$ cat src/rtl/alsu_pkg.sv
// Shared types and constants for the ALSU command driver: FSM states,
// cmd_data field positions, ALSU opcodes and the default result latency.
package alsu_pkg;

  typedef enum logic [1:0] {
    IDLE  = 2'd0,
    DRIVE = 2'd1,
    WAIT  = 2'd2,
    RESP  = 2'd3
  } state_t;

  localparam int RESULT_LAT_DEF = 2;

  localparam int A_MSB      = 15;
  localparam int A_LSB      = 13;
  localparam int B_MSB      = 12;
  localparam int B_LSB      = 10;
  localparam int OP_MSB     = 9;
  localparam int OP_LSB     = 7;
  localparam int CIN_BIT    = 6;
  localparam int SERIAL_BIT = 5;
  localparam int DIR_BIT    = 4;
  localparam int RED_A_BIT  = 3;
  localparam int RED_B_BIT  = 2;
  localparam int BYP_A_BIT  = 1;
  localparam int BYP_B_BIT  = 0;

  localparam logic [2:0] OP_AND    = 3'b000;
  localparam logic [2:0] OP_XOR    = 3'b001;
  localparam logic [2:0] OP_ADD    = 3'b010;
  localparam logic [2:0] OP_MUL    = 3'b011;
  localparam logic [2:0] OP_SHIFT  = 3'b100;
  localparam logic [2:0] OP_ROTATE = 3'b101;

endpackage

$ cat src/rtl/alsu_sat_cnt.sv
// 8-bit event counter that sticks at 255 instead of wrapping.
module alsu_sat_cnt (
  input  logic       clk,
  input  logic       clr,
  input  logic       inc,
  output logic [7:0] count
);

  always_ff @(posedge clk) begin
    if (clr) begin
      count <= '0;
    end else if (inc && (count != 8'hFF)) begin
      count <= count + 8'd1;
    end
  end

endmodule

$ cat src/rtl/alsu_driver.sv
// Drives one command at a time onto registered ALSU pins, holds it for the
// requested repeat plus the ALSU latency, then offers the captured result.
module alsu_driver
  import alsu_pkg::*;
#(
  parameter int RESULT_LAT = RESULT_LAT_DEF
) (
  input  logic        clk,
  input  logic        rst,
  input  logic        cmd_valid,
  output logic        cmd_ready,
  input  logic [15:0] cmd_data,
  input  logic [3:0]  cmd_repeat,
  output logic [2:0]  alsu_A,
  output logic [2:0]  alsu_B,
  output logic [2:0]  alsu_opcode,
  output logic        alsu_cin,
  output logic        alsu_serial_in,
  output logic        alsu_direction,
  output logic        alsu_red_op_A,
  output logic        alsu_red_op_B,
  output logic        alsu_byPass_A,
  output logic        alsu_byPass_B,
  input  logic [5:0]  alsu_out,
  input  logic        alsu_valid,
  output logic        rsp_valid,
  input  logic        rsp_ready,
  output logic [5:0]  rsp_out,
  output logic        rsp_err,
  output logic [7:0]  cmd_count,
  output logic [7:0]  err_count,
  output logic [1:0]  fsm_state
);

  // Handshakes: a transfer happens on a rising edge where valid and ready are
  // both high; cmd_ready only in IDLE (and never while rst is high),
  // rsp_valid only in RESP, with rsp_out/rsp_err frozen until taken.

  localparam logic [2:0] LAT_INIT = 3'(RESULT_LAT);

  state_t      state_q;
  logic [15:0] pins_q;
  logic [3:0]  hold_q;
  logic [2:0]  lat_q;
  logic        done;
  logic        err_done;

  always_ff @(posedge clk) begin
    if (rst) begin
      state_q <= IDLE;
      pins_q  <= '0;
      hold_q  <= '0;
      lat_q   <= '0;
      rsp_out <= '0;
      rsp_err <= 1'b0;
    end else begin
      case (state_q)
        IDLE: begin
          if (cmd_valid) begin
            pins_q  <= cmd_data;
            hold_q  <= cmd_repeat;
            state_q <= DRIVE;
          end
        end
        DRIVE: begin
          if (hold_q == 4'd0) begin
            lat_q   <= LAT_INIT;
            state_q <= WAIT;
          end else begin
            hold_q <= hold_q - 4'd1;
          end
        end
        WAIT: begin
          // Last WAIT edge: the ALSU output has settled for this command.
          if (lat_q == 3'd1) begin
            rsp_out <= alsu_out;
            rsp_err <= ~alsu_valid;
            state_q <= RESP;
          end else begin
            lat_q <= lat_q - 3'd1;
          end
        end
        RESP: begin
          if (rsp_ready) begin
            pins_q  <= '0;
            state_q <= IDLE;
          end
        end
        default: state_q <= IDLE;
      endcase
    end
  end

  assign cmd_ready = (state_q == IDLE) && !rst;
  assign rsp_valid = (state_q == RESP);
  assign fsm_state = state_q;

  assign done     = (state_q == RESP) && rsp_ready;
  assign err_done = done && rsp_err;

  assign alsu_A         = pins_q[A_MSB:A_LSB];
  assign alsu_B         = pins_q[B_MSB:B_LSB];
  assign alsu_opcode    = pins_q[OP_MSB:OP_LSB];
  assign alsu_cin       = pins_q[CIN_BIT];
  assign alsu_serial_in = pins_q[SERIAL_BIT];
  assign alsu_direction = pins_q[DIR_BIT];
  assign alsu_red_op_A  = pins_q[RED_A_BIT];
  assign alsu_red_op_B  = pins_q[RED_B_BIT];
  assign alsu_byPass_A  = pins_q[BYP_A_BIT];
  assign alsu_byPass_B  = pins_q[BYP_B_BIT];

  alsu_sat_cnt u_cmd_cnt (
    .clk   (clk),
    .clr   (rst),
    .inc   (done),
    .count (cmd_count)
  );

  alsu_sat_cnt u_err_cnt (
    .clk   (clk),
    .clr   (rst),
    .inc   (err_done),
    .count (err_count)
  );

endmodule

$ cat config.mk
export PLATFORM = sky130hd
export DESIGN_NAME = alsu_driver
export DESIGN_NICKNAME = d
export VERILOG_FILES = /design/src/rtl/alsu_pkg.sv /design/src/rtl/alsu_sat_cnt.sv /design/src/rtl/alsu_driver.sv
export SDC_FILE = /design/constraint.sdc
export NUM_CORES = 1
export LEC_CHECK = 0
export ABC_AREA = 1
export BUFFER_PORTS_ARGS = -buffer_cell sky130_fd_sc_hd__buf_2
export CORE_ASPECT_RATIO = 1.2
export CORE_MARGIN = 2
export CORE_UTILIZATION = 45
export CTS_BUF_LIST = sky130_fd_sc_hd__clkbuf_4 sky130_fd_sc_hd__clkbuf_8
export DETAILED_ROUTE_END_ITERATION = 10
export PLACE_DENSITY = 0.77
export SLEW_MARGIN = 20
export SYNTH_ARGS = -nofsm -noshare
export SYNTH_HDL_FRONTEND = slang
export SYNTH_SLANG_ARGS = --single-unit
export TNS_END_PERCENT = 5
$ cat constraint.sdc
create_clock -name clk -period 1.6 [get_ports clk]
set_input_delay 0.16 -clock clk [delete_from_list [all_inputs] [get_ports clk]]
set_output_delay 0.16 -clock clk [all_outputs]
set_load 0.02 [all_outputs]
==> flow_summary.ini, run 1 <==
[placement]
post-dp-hpwl_microns = 3950
portBuffers = 73
gp_congestion = 0.8467
dpl_cell_area_sq_mm = 0.002805

[synthesis]
syn_inst = 322
synth-main-ff-cell = dfxtp_1
syn_area_sq_mm = 0.002306
async_flop_share_pct = 0
synth_top_area_share_pct = 41.67
ys_warn_count = 0
synth.area.top_cells = dfxtp_1 42%, nand2_1 11%, a21oi_1 8.7%
synth_nets = 363
syn_area_per_cell_sq_um = 7.161
ys_seq_area_share_pct = 41.67
synth_edf_count = 0
synth_top_area_cell = dfxtp_1
synth-seq-cells = 48
ys_types = 24

[clock_network]
root_buffer = clkbuf_8
clk_pin_slew_ps = 90
cts_num_sinks = 48
cts_buffers = 5
cts_tree = done
cts-hold-fix-buffers = 0
post-cts-setup-buffers = 0
htree_levels = 2
clk_path_buf_depth = 2
cts_resized = 0
clock_latency_ps = 300

[timing]
hold_viol = 0
tns_ps = 0
max_freq_ghz = 0.6605
rsz0062_at_grt = true
relSlewSlack_pct = 59.74
tightest_slew_ps = 603.2
whs_ps = 123.7
fin_crit_sh_pct = 94.63
fin_skew_ps = 10.20
final_max_slew_viol_count = 0
setup_viol = 0
period_needed_ps = 1514

[job]
drv_cap = 0

[worst_setup_path]
start_kind = flip-flop
required_ps = 1440
worst-setup-path-type = flip-flop to output port
cp_max_fo = 4
arrival_ps = 1350
end_kind = output port

[final_layout]
layout_commonest_cell = buf_2
drive_gt1_share_pct = 26.91
area_delta_synth_final_pct = 27.29
diodes = 0
fin_area_sq_mm = 0.002935
finish.net_count = 445
final_cell_mix = 73 x buf_2, 65 x nand2_1, 46 x dfxtp_1

[global_route]
grt_overflow = 0
antenna_found_initial = 0
grt_use_total_pct = 19.27
grt_pass1_wl_microns = 8990
grt_max_degree = 28
grt_pass1_vias = 2121

[drt]
drt_iter0_markers = 130
drt.antenna.violating_nets = 0
dr.pass1.iters = 4
routed.top_layer = met4
routed_wl_microns = 5413
num_vias = 2380
wl_met1_microns = 2332
route.met2.wl_microns = 2699
viasPerCell = 5.118
drc_errors = 0
wl_met3_microns = 290
wl_per_cell_microns = 11.64

[floorplanning]
die_y_microns = 82.42
num_rows = 28
die-width_microns = 69.35
fp.coreArea_sq_mm = 0.004940
io_pins = 74
die_area_sq_mm = 0.005715
start_util_pct = 46.68

[power]
vdd_ir_drop_max_uv = 1136
leakagePower_nw = 1.357
powerDensity_mw_per_mm2 = 1544

[hold_path]
hold_path_class = input pin to flip-flop

[status]
outcome = complete, no violations
sequential cells by signal, summed over array words and instances (netlist names):
| register | flops |
|---|---|
| rsp_err | 1 |
| pins_q | 16 |
| u_err_cnt.count | 8 |
| rsp_out | 6 |
| hold_q | 4 |
| u_cmd_cnt.count | 8 |
| lat_q | 3 |
| fsm_state | 2 |
final timing paths:
check	cells after the start	slack, ps	start	end
setup reg to reg	8	120	fsm_state[0]$_SDFFE_PP0P_	pins_q[12]$_SDFFE_PP0P_
hold reg to reg	2	450	rsp_out[1]$_SDFFE_PP0P_	rsp_out[1]$_SDFFE_PP0P_
hold / removal	3	120	cmd_data[2]	pins_q[2]$_SDFFE_PP0P_
setup / recovery	5	90	fsm_state[0]$_SDFFE_PP0P_	cmd_ready
worst max-delay path: stages, from the launching register on:
cell	delay, ps
dfxtp_2	340
inv_1	110
ha_1	240
inv_1	80
nor2_1	110
buf_2	180
final cells by class:
type                    count  area (sq um)
multi-input cells         224          1160
fillers                   452          2004
repair buffers             86         475.5
clock inverters             2         35.03
well taps                  60         75.07
inverters                  39         150.1
clock buffers               6         76.32
flip-flops and latches     48         963.4
synth_stat cells (2+ instances only):
master / count
o21ai_0: 17
nor2_1: 32
xor2_1: 3
nand3_1: 22
clkbuf_1: 7
dfxtp_1: 48
nand2_2: 2
nand4_1: 22
buf_4: 2
a21oi_1: 40
ha_1: 10
nor3_1: 3
nand2_1: 67
inv_2: 2
inv_1: 36
power breakdown:
| part | internal [W] | total, W | switching [W] |
|---|---|---|---|
| clock | 0.000481 | 0.000887 | 0.000406 |
| combinational | 0.000789 | 0.00207 | 0.00128 |
| sequential | 0.00144 | 0.00158 | 0.000143 |
through the flow:
step / cells / worst slack [ps] / total power, W / utilization [%]
after floorplan: 322 / 18.90 / 0.003017 / -
after global placement: 457 / 134.2 / 0.003583 / 56.79
after detailed placement: 457 / 99.83 / 0.003640 / 56.79
after CTS: 465 / 67.38 / 0.004539 / 59.04
after global routing: 465 / -13.86 / 0.004859 / 59.42
final: 465 / 85.89 / 0.004533 / 59.42
layer usage:
| metal | vias to the layer above | track usage (%) |
|---|---|---|
| met5 | - | 0 |
| met3 | 8 | 4.369 |
| met4 | 0 | 6.667 |
| met1 | 1085 | 22.58 |
| met2 | 64 | 35.00 |
| li1 | 1223 | - |
cell families after synthesis:
| logic type | synth area share (%) |
|---|---|
| AOI/OAI and AO/OA | 13.73 |
| xor gates and xnor gates | 1.520 |
| adders and majority gates | 5.426 |
| buffers and inverters | 8.790 |
| DFF | 41.67 |
| and+or+nand+nor | 28.87 |
(Power assumes the default switching activity.)
==> inputs of run 2 (changes only) <==
CTS_BUF_LIST = sky130_fd_sc_hd__clkbuf_4   (was sky130_fd_sc_hd__clkbuf_4 sky130_fd_sc_hd__clkbuf_8)
==> run 2 against run 1 <==
Compared with the run above: cell count unchanged; first-iteration DRC count unchanged; fmax down 0.56%; combinational power up 2%; register-to-register slack better by 30 ps; wire length about the same; clock-buffer cell count unchanged; die area unchanged; hold slack worse by 84 ps; critical endpoint unchanged; largest power group unchanged.
==> flow_summary.ini, run 2 (synthesis results as in run 1) <==
[status]
outcome = complete, no violations

[global_route]
grt_overflow = 0
antenna_found_initial = 0
grt_max_degree = 28
grt_pass1_wl_microns = 9011
grt_use_total_pct = 19.40
grt_pass1_vias = 2100

[worst_setup_path]
worst-setup-path-type = flip-flop to output port
end_kind = output port
path_buf_inv = 3
cp-startpoint = fsm_state[1]$_SDFFE_PP0P_
crit_family = flip-flops
path_cells = inv_1 > ha_4 > inv_1 > nor2_1 > buf_2
crit_path_top_delay_cell = dfxtp_2
cp_max_fo = 5
slowest_delay_ps = 370
crit_top_cell = inv_1
start_kind = flip-flop
r2r-start = fsm_state[1]$_SDFFE_PP0P_
required_ps = 1440
arrival_ps = 1360

[timing]
setup_viol = 0
hold_viol = 0
final_max_slew_viol_count = 0
relSlewSlack_pct = 60.35
tns_ps = 0
period_needed_ps = 1523
whs_ps = 40.10
tightest_slew_ps = 594.1
fin_skew_ps = 11.12
rsz0062_at_grt = true
fin_crit_sh_pct = 95.17
max_freq_ghz = 0.6567

[drt]
wl_per_cell_microns = 11.65
drt.antenna.violating_nets = 0
num_vias = 2338
drt_iter0_markers = 130
routed_wl_microns = 5417
drc_errors = 0
viasPerCell = 5.028
dr.pass1.iters = 5

[power]
pwr-share-comb_pct = 47.6
powerDensity_mw_per_mm2 = 1520
p_switching_w = 0.001837
leakagePower_nw = 1.344
pwr-share-clk_pct = 16.8
internal_power_w = 0.002602
power_w = 0.004439
pwr-share-seq_pct = 35.6
vdd_ir_drop_max_uv = 1099
swShare_pct = 41.38

[placement]
post-dp-hpwl_microns = 3950
portBuffers = 73
gp_congestion = 0.8467
dp_cells = 457

[final_layout]
drive_gt1_share_pct = 27.90
fill_cells = 450
layout_commonest_cell = buf_2
largest_register_ffs = 16
finish.net_count = 445
top_register = pins_q
diodes = 0
final_cells = 465
final_cell_mix = 73 x buf_2, 65 x nand2_1, 46 x dfxtp_1
reg.largest.list = pins_q (16), u_cmd_cnt.count (8), u_err_cnt.count (8)
area_delta_synth_final_pct = 26.70

[floorplanning]
die-width_microns = 69.35
start_util_pct = 46.68
io_pins = 74
die_y_microns = 82.42
die_area_sq_mm = 0.005715
fp.coreArea_sq_mm = 0.004940
num_rows = 28

[job]
drv_cap = 0

[clock_network]
htree_levels = 2
clk_pin_slew_ps = 140
post-cts-setup-buffers = 0
cts_num_sinks = 48
clock_latency_ps = 370
root_buffer = clkbuf_4
cts_buffers = 5
clk_path_buf_depth = 2
cts_tree = done

[hold_path]
hold_path_class = input pin to flip-flop
holdCritStartpoint = cmd_data[7]
==> run 2: per-layer routing <==
layer	vias to the layer above	global-route usage, %	wire length (microns)
met4	0	7.059	68
li1	1222	-	-
met5	-	0	0
met1	1046	23.18	2359
met2	63	34.23	2691
met3	7	4.733	298
==> run 2: path summary, 6_finish.rpt <==
kind	endpoint	slack, ps	cells after the start
max	cmd_ready	80	5
min	pins_q[7]$_SDFFE_PP0P_	40	3
max reg2reg	hold_q[0]$_SDFFE_PP0P_	150	7
min reg2reg	rsp_out[1]$_SDFFE_PP0P_	450	2
==> run 2: worst min-delay path, delay by kind of cell <==
family | cells | cell delay (ps)
buffers and inverters | 1 | 100
and+or+nand+nor | 1 | 70
AOI/OAI and AO/OA | 1 | 60
==> run 2: per-stage QoR <==
stage / utilization (%) / instance area (sq um) / worst slack, ps
2_1_floorplan: - / 2311 / 18.90
3_3_place_gp: 56.79 / 2805 / 134.2
3_5_place_dp: 56.79 / 2805 / 99.83
4_1_cts: 58.46 / 2888 / 6.409
5_1_grt: 59.14 / 2922 / -18.38
6_report: 59.14 / 2922 / 77.34
==> run 2: cell type report <==
cell class / count / area [sq um] / area share [%]
Multi-Input combinational cell: 224 / 1177 / 40.30
Timing Repair Buffer: 86 / 475.5 / 16.27
Sequential cell: 48 / 963.4 / 32.98
Clock buffer: 6 / 45.04 / 1.542
Inverter: 39 / 150.1 / 5.139
Tap cell: 60 / 75.07 / 2.570
Clock inverter: 2 / 35.03 / 1.199
==> run 2: power groups by stage <==
stage / clock network (W) / logic [W] / registers [W]
floorplan: 0 / 0.00122 / 0.00180
global placement: 0 / 0.00199 / 0.00159
detailed placement: 0 / 0.00204 / 0.00160
CTS: 0.000755 / 0.00206 / 0.00158
global route: 0.000802 / 0.00236 / 0.00161
finish: 0.000746 / 0.00211 / 0.00158
==> run 2: what timing repair did <==
action                     in CTS  in global routing
hold buffers                    0                  0
setup endpoints to repair       1                 15
gates resized for setup         1                  9
==> inputs of run 3 (changes only) <==
PLACE_DENSITY = 0.75   (was 0.77)
==> run 3 against run 2 <==
Compared with the run above: core utilization down 0.71 points; design area decreased by 1.2%; hold slack better by 18 ps; sequential cell count did not move; cell count shrank 0.22%; wire length shrank 1.5%; combinational power decreased by 2%; sequential share of layout area rose by 0.40 points; die area stayed put; largest cell class unchanged.
==> flow_summary.ini, run 3 (synthesis results as in run 1) <==
[final_layout]
reg.largest.list = pins_q (16), u_cmd_cnt.count (8), u_err_cnt.count (8)
fin_area_sq_mm = 0.002887
top_register = pins_q
final_cell_mix = 73 x buf_2, 65 x nand2_1, 46 x dfxtp_1
drive_gt1_share_pct = 27.23
layout_commonest_cell = buf_2
largest_register_ffs = 16
final_cells = 464
finish.net_count = 445
area_delta_synth_final_pct = 25.18
multi_input_area_sq_mm = 0.001172
fill_cells = 470
diodes = 0
fin_util_pct = 58.43
ff_latch_area_sq_um = 963.4

[worst_setup_path]
cp_max_fo = 4
start_kind = flip-flop
required_ps = 1440
end_kind = output port
r2r-start = fsm_state[0]$_SDFFE_PP0P_
r2r_slack_ps = 130
worst-setup-path-type = flip-flop to output port
arrival_ps = 1390
r2r-end = rsp_out[3]$_SDFFE_PP0P_
reg2reg_depth = 6

[drt]
num_vias = 2339
routed_wl_microns = 5337
viasPerCell = 5.041
wl_per_cell_microns = 11.50
drt_iter0_markers = 83
drt.antenna.violating_nets = 0
dr.pass1.iters = 4
drc_errors = 0

[timing]
period_needed_ps = 1551
final_max_slew_viol_count = 0
fin_crit_sh_pct = 96.97
max_freq_ghz = 0.6445
fin_skew_ps = 13.79
whs_ps = 58.09
relSlewSlack_pct = 57.29
tightest_slew_ps = 640.0
hold_viol = 0
tns_ps = 0
setup_viol = 0
rsz0062_at_grt = true

[job]
drv_cap = 0

[hold_path]
min_path_cells = 3
hold_path_class = input pin to flip-flop
holdCritStartpoint = cmd_data[4]
min_to = pins_q[4]$_SDFFE_PP0P_

[placement]
dpl_cell_area_sq_mm = 0.002805
portBuffers = 73
post-dp-hpwl_microns = 3930
gp_congestion = 0.8465
dp_cells = 457

[floorplanning]
fp.coreArea_sq_mm = 0.004940
die_area_sq_mm = 0.005715
die-width_microns = 69.35
die_y_microns = 82.42
io_pins = 74
start_util_pct = 46.68
num_rows = 28

[global_route]
grt_max_degree = 28
antenna_found_initial = 0
grt_use_total_pct = 18.02
grt_overflow = 0
grt_pass1_wl_microns = 8438
grt_pass1_vias = 2012

[power]
vdd_ir_drop_max_uv = 969.8
powerDensity_mw_per_mm2 = 1453
leakagePower_nw = 1.328

[clock_network]
clk_pin_slew_ps = 130
htree_levels = 2
root_buffer = clkbuf_4
cts_tree = done
cts_buffers = 5
cts_num_sinks = 48
clk_path_buf_depth = 2
clock_latency_ps = 360

[status]
outcome = complete, no violations
==> run 3: worst max-delay path by stage <==
| stage | from | to | cells after the start |
|---|---|---|---|
| detailed placement | fsm_state[0]$_SDFFE_PP0P_ | u_cmd_cnt.count[0]$_SDFFE_PP0P_ | 6 |
| global route | fsm_state[0]$_SDFFE_PP0P_ | cmd_ready | 5 |
| finish | fsm_state[0]$_SDFFE_PP0P_ | cmd_ready | 5 |
| CTS | fsm_state[0]$_SDFFE_PP0P_ | cmd_ready | 5 |
| floorplan | fsm_state[0]$_SDFFE_PP0P_ | pins_q[10]$_SDFFE_PP0P_ | 10 |
| global placement | fsm_state[0]$_SDFFE_PP0P_ | u_cmd_cnt.count[0]$_SDFFE_PP0P_ | 6 |
==> run 3: through the flow <==
step | total power (W) | worst slack (ps)
after global placement | 0.003588 | 88.52
after global routing | 0.004535 | -28.13
final | 0.004193 | 48.53
after CTS | 0.004182 | 24.73
after floorplan | 0.003017 | 18.90
after detailed placement | 0.003622 | 70.35
==> run 3: power by group <==
group,switching [W],internal [W]
clock network,0.000371,0.000180
registers,0.000143,0.00144
logic,0.00125,0.000810
total,0.00177,0.00242
==> run 3: cell type report <==
class                      count  area share (%)
clock buffer                   6           1.560
clock inverter                 1          0.1734
inverter                      39           5.202
multi-input combinational    224           40.62
sequential                    48           33.38
tap                           60           2.601
timing repair buffer          86           16.47
==> run 3: critical path: stages (launching register included) <==
cell	delay, ps
dfxtp_2	370
inv_1	160
ha_4	180
inv_1	50
nor2_1	100
buf_2	180
==> run 3: layer usage <==
layer	GRT usage, %	wire length (microns)	vias to the layer above
met3	3.641	254	11
met2	32.79	2665	63
met5	0	0	-
met4	6.667	92	0
met1	21.20	2324	1037
li1	-	-	1228
==> run 3: repair_timing <==
item	CTS	global route
endpoints found under the setup margin	1	13
hold buffers	0	0
resized for setup	1	7
setup buffers	0	0
